File: config.mk
export PLATFORM = sky130hd
export DESIGN_NAME = axi4_wlast_regen
export DESIGN_NICKNAME = d
export VERILOG_FILES = /design/src/rtl/axi4_wlast_regen.sv
export SDC_FILE = /design/constraint.sdc
export NUM_CORES = 1
export LEC_CHECK = 0
export BUFFER_PORTS_ARGS = -buffer_cell sky130_fd_sc_hd__buf_4
export CORE_MARGIN = 2
export CORE_UTILIZATION = 35
export CTS_CLUSTER_SIZE = 16
export DETAILED_ROUTE_END_ITERATION = 16
export RECOVER_POWER = 50
export SLEW_MARGIN = 20
export SYNTH_ARGS = -nofsm -noshare
export SYNTH_HDL_FRONTEND = slang
export SYNTH_SLANG_ARGS = --single-unit
File: constraint.sdc
create_clock -name clock -period 3.1 [get_ports clock]
set_clock_uncertainty 0.2 [all_clocks]
set_input_delay 0.93 -clock clock [delete_from_list [all_inputs] [get_ports clock]]
set_output_delay 0.93 -clock clock [all_outputs]
set_load 0.02 [all_outputs]
File: src/rtl/axi4_wlast_regen.sv
// ---------------------------------------------------------------------------
// axi4_wlast_regen
//
// Write-channel ordering stage that sits directly upstream of an AXI4
// width/data converter. Accepted AW burst lengths are queued. W beats are
// released only after their burst's AW has been accepted. WLAST is
// regenerated from a beat counter compared against the queued length, so the
// downstream converter always sees a correctly terminated burst. A
// disagreement between the upstream WLAST and the regenerated one is flagged
// on err_last. The upstream value is never forwarded.
//
// Handshake semantics: a transfer happens in any cycle where valid and ready
// are both high on the same channel. Valid never depends on ready on the
// same side. Both channels are pure combinational pass-throughs gated by the
// length FIFO state: AW is held while the FIFO is full, and W is held while
// it is empty.
//
// Parameters:
//   LSIZE  width of awlen (beats per burst = len + 1)
//   DSIZE  W data width (pass-through)
//   DEPTH  outstanding AW bursts whose data is not yet complete (power of 2, >= 2)
//
// Ports:
//   clock, rst_n                        clock and asynchronous active-low reset
//   in_aw_len/valid/ready               upstream AW channel
//   out_aw_len/valid/ready              downstream AW channel
//   in_w_data/last/valid/ready          upstream W channel (last is checked only)
//   out_w_data/last/valid/ready         downstream W channel (last regenerated)
//   err_last                            one-cycle pulse after a WLAST mismatch
//   err_cnt                             saturating mismatch count (optional)
//   pending                             length FIFO occupancy (debug/state view)
//
// Build option: define AXI4_WLAST_REGEN_ERR_CNT_EN to build the 16-bit
// saturating mismatch counter. Without it, err_cnt is tied to zero.
// ---------------------------------------------------------------------------
module axi4_wlast_regen #(
  parameter int LSIZE = 8,
  parameter int DSIZE = 32,
  parameter int DEPTH = 4
) (
  input  logic                     clock,
  input  logic                     rst_n,
  input  logic [LSIZE-1:0]         in_aw_len,
  input  logic                     in_aw_valid,
  output logic                     in_aw_ready,
  output logic [LSIZE-1:0]         out_aw_len,
  output logic                     out_aw_valid,
  input  logic                     out_aw_ready,
  input  logic [DSIZE-1:0]         in_w_data,
  input  logic                     in_w_last,
  input  logic                     in_w_valid,
  output logic                     in_w_ready,
  output logic [DSIZE-1:0]         out_w_data,
  output logic                     out_w_last,
  output logic                     out_w_valid,
  input  logic                     out_w_ready,
  output logic                     err_last,
  output logic [15:0]              err_cnt,
  output logic [$clog2(DEPTH):0]   pending
);

  localparam int AW_W = $clog2(DEPTH);
  localparam int PW   = AW_W + 1;

  logic [LSIZE-1:0] mem_q [DEPTH];
  logic [PW-1:0]    wr_ptr_q, wr_ptr_d;
  logic [PW-1:0]    rd_ptr_q, rd_ptr_d;
  logic [LSIZE-1:0] beat_cnt_q, beat_cnt_d;
  logic             err_last_q, err_last_d;

  logic             full;
  logic             empty;
  logic             aw_push;
  logic             w_fire;
  logic [LSIZE-1:0] head_len;

  // Full/empty come from registered pointers only, so a pop in the same cycle
  // does not release a stalled AW until the next cycle.
  assign full  = (wr_ptr_q[PW-1] != rd_ptr_q[PW-1]) &&
                 (wr_ptr_q[AW_W-1:0] == rd_ptr_q[AW_W-1:0]);
  assign empty = (wr_ptr_q == rd_ptr_q);

  // Handshake outputs are gated by rst_n so nothing moves while in reset.
  assign out_aw_valid = rst_n & in_aw_valid & ~full;
  assign in_aw_ready  = rst_n & out_aw_ready & ~full;
  assign out_aw_len   = in_aw_len;

  assign out_w_valid  = rst_n & in_w_valid & ~empty;
  assign in_w_ready   = rst_n & out_w_ready & ~empty;
  assign out_w_data   = in_w_data;

  assign head_len   = mem_q[rd_ptr_q[AW_W-1:0]];
  assign out_w_last = (beat_cnt_q == head_len);

  assign aw_push = out_aw_valid & out_aw_ready;
  assign w_fire  = out_w_valid & out_w_ready;

  assign pending  = wr_ptr_q - rd_ptr_q;
  assign err_last = err_last_q;

  always_comb begin
    wr_ptr_d   = wr_ptr_q;
    rd_ptr_d   = rd_ptr_q;
    beat_cnt_d = beat_cnt_q;
    err_last_d = 1'b0;
    if (aw_push) begin
      wr_ptr_d = wr_ptr_q + PW'(1);
    end
    if (w_fire) begin
      // The burst boundary is implied by beat_cnt reaching head_len. Clearing
      // there means an all-ones length never wraps the counter mid-burst.
      if (out_w_last) begin
        beat_cnt_d = '0;
        rd_ptr_d   = rd_ptr_q + PW'(1);
      end else begin
        beat_cnt_d = beat_cnt_q + LSIZE'(1);
      end
      err_last_d = (in_w_last != out_w_last);
    end
  end

  always_ff @(posedge clock or negedge rst_n) begin
    if (!rst_n) begin
      wr_ptr_q   <= '0;
      rd_ptr_q   <= '0;
      beat_cnt_q <= '0;
      err_last_q <= 1'b0;
    end else begin
      wr_ptr_q   <= wr_ptr_d;
      rd_ptr_q   <= rd_ptr_d;
      beat_cnt_q <= beat_cnt_d;
      err_last_q <= err_last_d;
    end
  end

  // Length storage needs no reset. Entries are only read between a push and
  // its pop.
  always_ff @(posedge clock) begin
    if (aw_push) begin
      mem_q[wr_ptr_q[AW_W-1:0]] <= in_aw_len;
    end
  end

`ifdef AXI4_WLAST_REGEN_ERR_CNT_EN
  logic [15:0] err_cnt_q, err_cnt_d;

  always_comb begin
    err_cnt_d = err_cnt_q;
    if (err_last_q && (err_cnt_q != 16'hFFFF)) begin
      err_cnt_d = err_cnt_q + 16'd1;
    end
  end

  always_ff @(posedge clock or negedge rst_n) begin
    if (!rst_n) begin
      err_cnt_q <= '0;
    end else begin
      err_cnt_q <= err_cnt_d;
    end
  end

  assign err_cnt = err_cnt_q;
`else
  assign err_cnt = '0;
`endif

endmodule

==> flow_summary.ini <==
[final_layout]
fin_util_pct = 37.4
final_layout_size_suffix_gt1_share_pct = 24.3
antenna_cells_inserted = 0
num-fill-cells = 737
multi_input_gate_area_sq_um = 868
layout.nets = 273
seqCellArea_sq_um = 1340
flow.area_growth_from_synthesis_pct = 2.93

[floorplan]
die_y_um = 91.0
chipWidth_um = 91.0
ios = 112
coreArea_sq_um = 7290
placement_rows = 31
die_area_sq_um = 8280
floorplan.initialDensity_pct = 36.3

[synthesis]
yosys_register_bits = 47
asyncSetResetFlopFracSynth_pct = 31.9
synth.avg_cell_area_sq_um = 12.2
netlist_instances = 217
synth_enable_flop_cells = 32
synth_area_sq_um = 2650
synth_area_leader_cell = sky130_fd_sc_hd__edfxtp_1
ys.warnings.count = 0
netlist.area_leader.share_pct = 36.3
ys_top_cells_by_count = sky130_fd_sc_hd__buf_4 (57), sky130_fd_sc_hd__edfxtp_1 (32), sky130_fd_sc_hd__nand2_1 (18)
synthFlopType = sky130_fd_sc_hd__edfxtp_1
ranking_of_synthesized_cells_by_area = sky130_fd_sc_hd__edfxtp_1 (36%), sky130_fd_sc_hd__buf_4 (16%), sky130_fd_sc_hd__dfrtp_1 (14%), sky130_fd_sc_hd__mux4_1 (4.0%), sky130_fd_sc_hd__ha_1 (3.8%)
count_of_unique_library_cells_instantiated_by_yosys = 34
synthMostInstantiatedCell = sky130_fd_sc_hd__buf_4
synth_seq_area_share_pct = 50.4

[clock_network]
h-tree-depth = 2
clock_latency_ns = 0.30
cts_root_buffer = sky130_fd_sc_hd__clkbuf_8
clock_tree_from_tritoncts = done
cts_inserted_buffers = 5
postCtsHoldBufs = 0
clock_sinks = 47
clock_pin_transition_on_the_worst_setup_and_hold_timing_paths_ns = 0.09
cts-root-to-sink-buffers = 2

[setup_path]
worst-setup-path-type = reg2out
worstPathRequired_ns = 1.97
worst-path-max-fanout = 8
endpoint_kind = output pin
cp_slowest_cell = sky130_fd_sc_hd__dfrtp_2
cp_common_cell = sky130_fd_sc_hd__buf_6
cp_slowest_stage_delay_ns = 0.51
worst_setup_path_start_kind = register
crit_arrival_ns = 2.02
critPathTopFamily = flip-flops
crit_buf_inv = 2
cp_cell_sequence = buf_6 > mux4_2 > xnor2_1 > nand4_1 > nor2_2 > buf_6

[sta]
setup_violations = 1
max_clock_freq_mhz = 318
timing.slew.headroom_pct = 35.4
min_period_over_period_pct = 102
fin_setup_tns_ns = -0.0483
layout_min_cycle_time_ns = 3.15
final_max_slew_viol_count = 0
finalWorstSetupSlack_ns = -0.0483
final_hold_viol_count = 0
rsz_0062_raised_after_global_routing = yes
worst-slew-pin-transition_ns = 0.969

[routing]
drt_wl_total_mm = 4.42
wl_per_cell_um = 14.0
detail_route.iter0.violations = 56
antenna_left = 0
dr_total_vias = 1442
detailedRoute.firstPassIterationCount = 4
route.detailed.vias_per_inst = 4.55
residual_drc_count = 0

[global_route]
grt_max_degree = 19
grt-ovfl-total = 0
via_count_of_the_first_global_routing_pass = 1421
antenna_found_initial = 0
groute.usage.overall_pct = 11.4
wire_length_of_the_first_global_routing_pass_mm = 7.46

[power]
vdd_drop_max_v = 0.000375
power_density_nw_per_um2 = 586
total_power_of_the_final_layout_w = 0.00160
leakagePower_nw = 1.13

[run_status]
failed_checks = negative setup slack
outcome = finished, violations left

[placed_design]
count_of_input_and_output_buffers = 31
place_congestion = 0.711
post-place-ws_ns = 0.0333
place_hpwl_mm = 3.27

[hold_path]
worstHoldPathType = reg2reg

[run]
drv_cap = 0
kinds of logic after synthesis:
family / Yosys count / share of synthesized area (%)
DFF: 47 / 50.4
AOI/OAI and AO/OA: 20 / 4.82
buffers and inverters: 72 / 18.6
and+or+nand+nor: 44 / 8.60
muxes: 10 / 8.22
xor gates and xnor gates: 14 / 4.63
other: 1 / 0.142
adders and majority gates: 9 / 4.53
sequential cells by signal, indices dropped and copies added (netlist names):
name and flops:
mem_q 32, beat_cnt_q 8, rd_ptr_q 3, wr_ptr_q 3, err_last 1
routing by layer:
layer	part of all wire, %	GRT usage [%]	vias up
met5	0	0	-
met1	42	14.9	679
li1	-	-	680
met3	7.5	2.90	21
met4	2.9	5.43	0
met2	48	17.8	62
through the flow:
stage                     std cells  hold WS, ns  area (sq um)
after floorplan                 232        0.260          2710
after global placement          308        0.275          2660
after detailed placement        308        0.279          2660
after CTS                       317        0.294          2770
after global routing            317        0.314          2730
final                           317        0.290          2730
area by class of cell:
| type | count | share of cell area, % |
|---|---|---|
| Inverter | 11 | 1.51 |
| Clock buffer | 5 | 2.52 |
| Timing Repair Buffer | 39 | 9.50 |
| Tap cell | 99 | 4.54 |
| Sequential cell | 47 | 49.1 |
| Multi-Input combinational cell | 113 | 31.8 |
| Clock inverter | 3 | 0.964 |
final timing paths:
path,from,to,slack (ns),cells after the start
hold / removal,rd_ptr_q[2],rd_ptr_q[2],0.29,1
max in group asynchronous,rst_n,rd_ptr_q[0],1.33,2
setup / recovery,rd_ptr_q[0],out_w_last,-0.05,6
setup reg to reg,rd_ptr_q[0],rd_ptr_q[1],0.48,7
min in group asynchronous,rst_n,wr_ptr_q[0],0.72,2
hold reg to reg,rd_ptr_q[2],rd_ptr_q[2],0.29,1
layout by cell type, fill, tap and decap left out, drive strengths merged, types with 2 or more instances in the layout:
| master | n |
|---|---|
| ha | 8 |
| and3 | 4 |
| nor2 | 5 |
| nor3 | 5 |
| o21ai | 11 |
| edfxtp | 32 |
| mux4 | 8 |
| buf | 28 |
| o211ai | 5 |
| inv | 13 |
| or2 | 3 |
| nand4 | 2 |
| nor4 | 2 |
| xor2 | 5 |
| nand2 | 18 |
| dfrtp | 15 |
| nand3 | 2 |
| conb | 16 |
| clkbuf | 16 |
| xnor2 | 9 |
| mux2 | 2 |
power by group:
part	switching, W	internal (W)	total (W)
clock	0.000219	0.000166	0.000385
combinational	0.000241	0.000176	0.000417
sequential	0.0000590	0.000736	0.000794
total	0.000519	0.00108	0.00160
repair_timing:
| action | 4_1_cts | 5_1_grt |
|---|---|---|
| buffers inserted | 1 | 0 |
| resized for setup | 5 | 1 |
| setup endpoints to repair | 3 | 4 |
| gates cloned | 0 | 0 |
worst register-to-register path, cell delays in order (launching register included):
cell                      delay, ns
sky130_fd_sc_hd__dfrtp_2       0.51
sky130_fd_sc_hd__buf_6         0.15
sky130_fd_sc_hd__mux4_2        0.49
sky130_fd_sc_hd__xnor2_1       0.14
sky130_fd_sc_hd__nand4_1       0.14
sky130_fd_sc_hd__buf_4         0.20
sky130_fd_sc_hd__nor3_1        0.31
sky130_fd_sc_hd__mux2_2        0.37
Power figures use the tool's default switching activity.
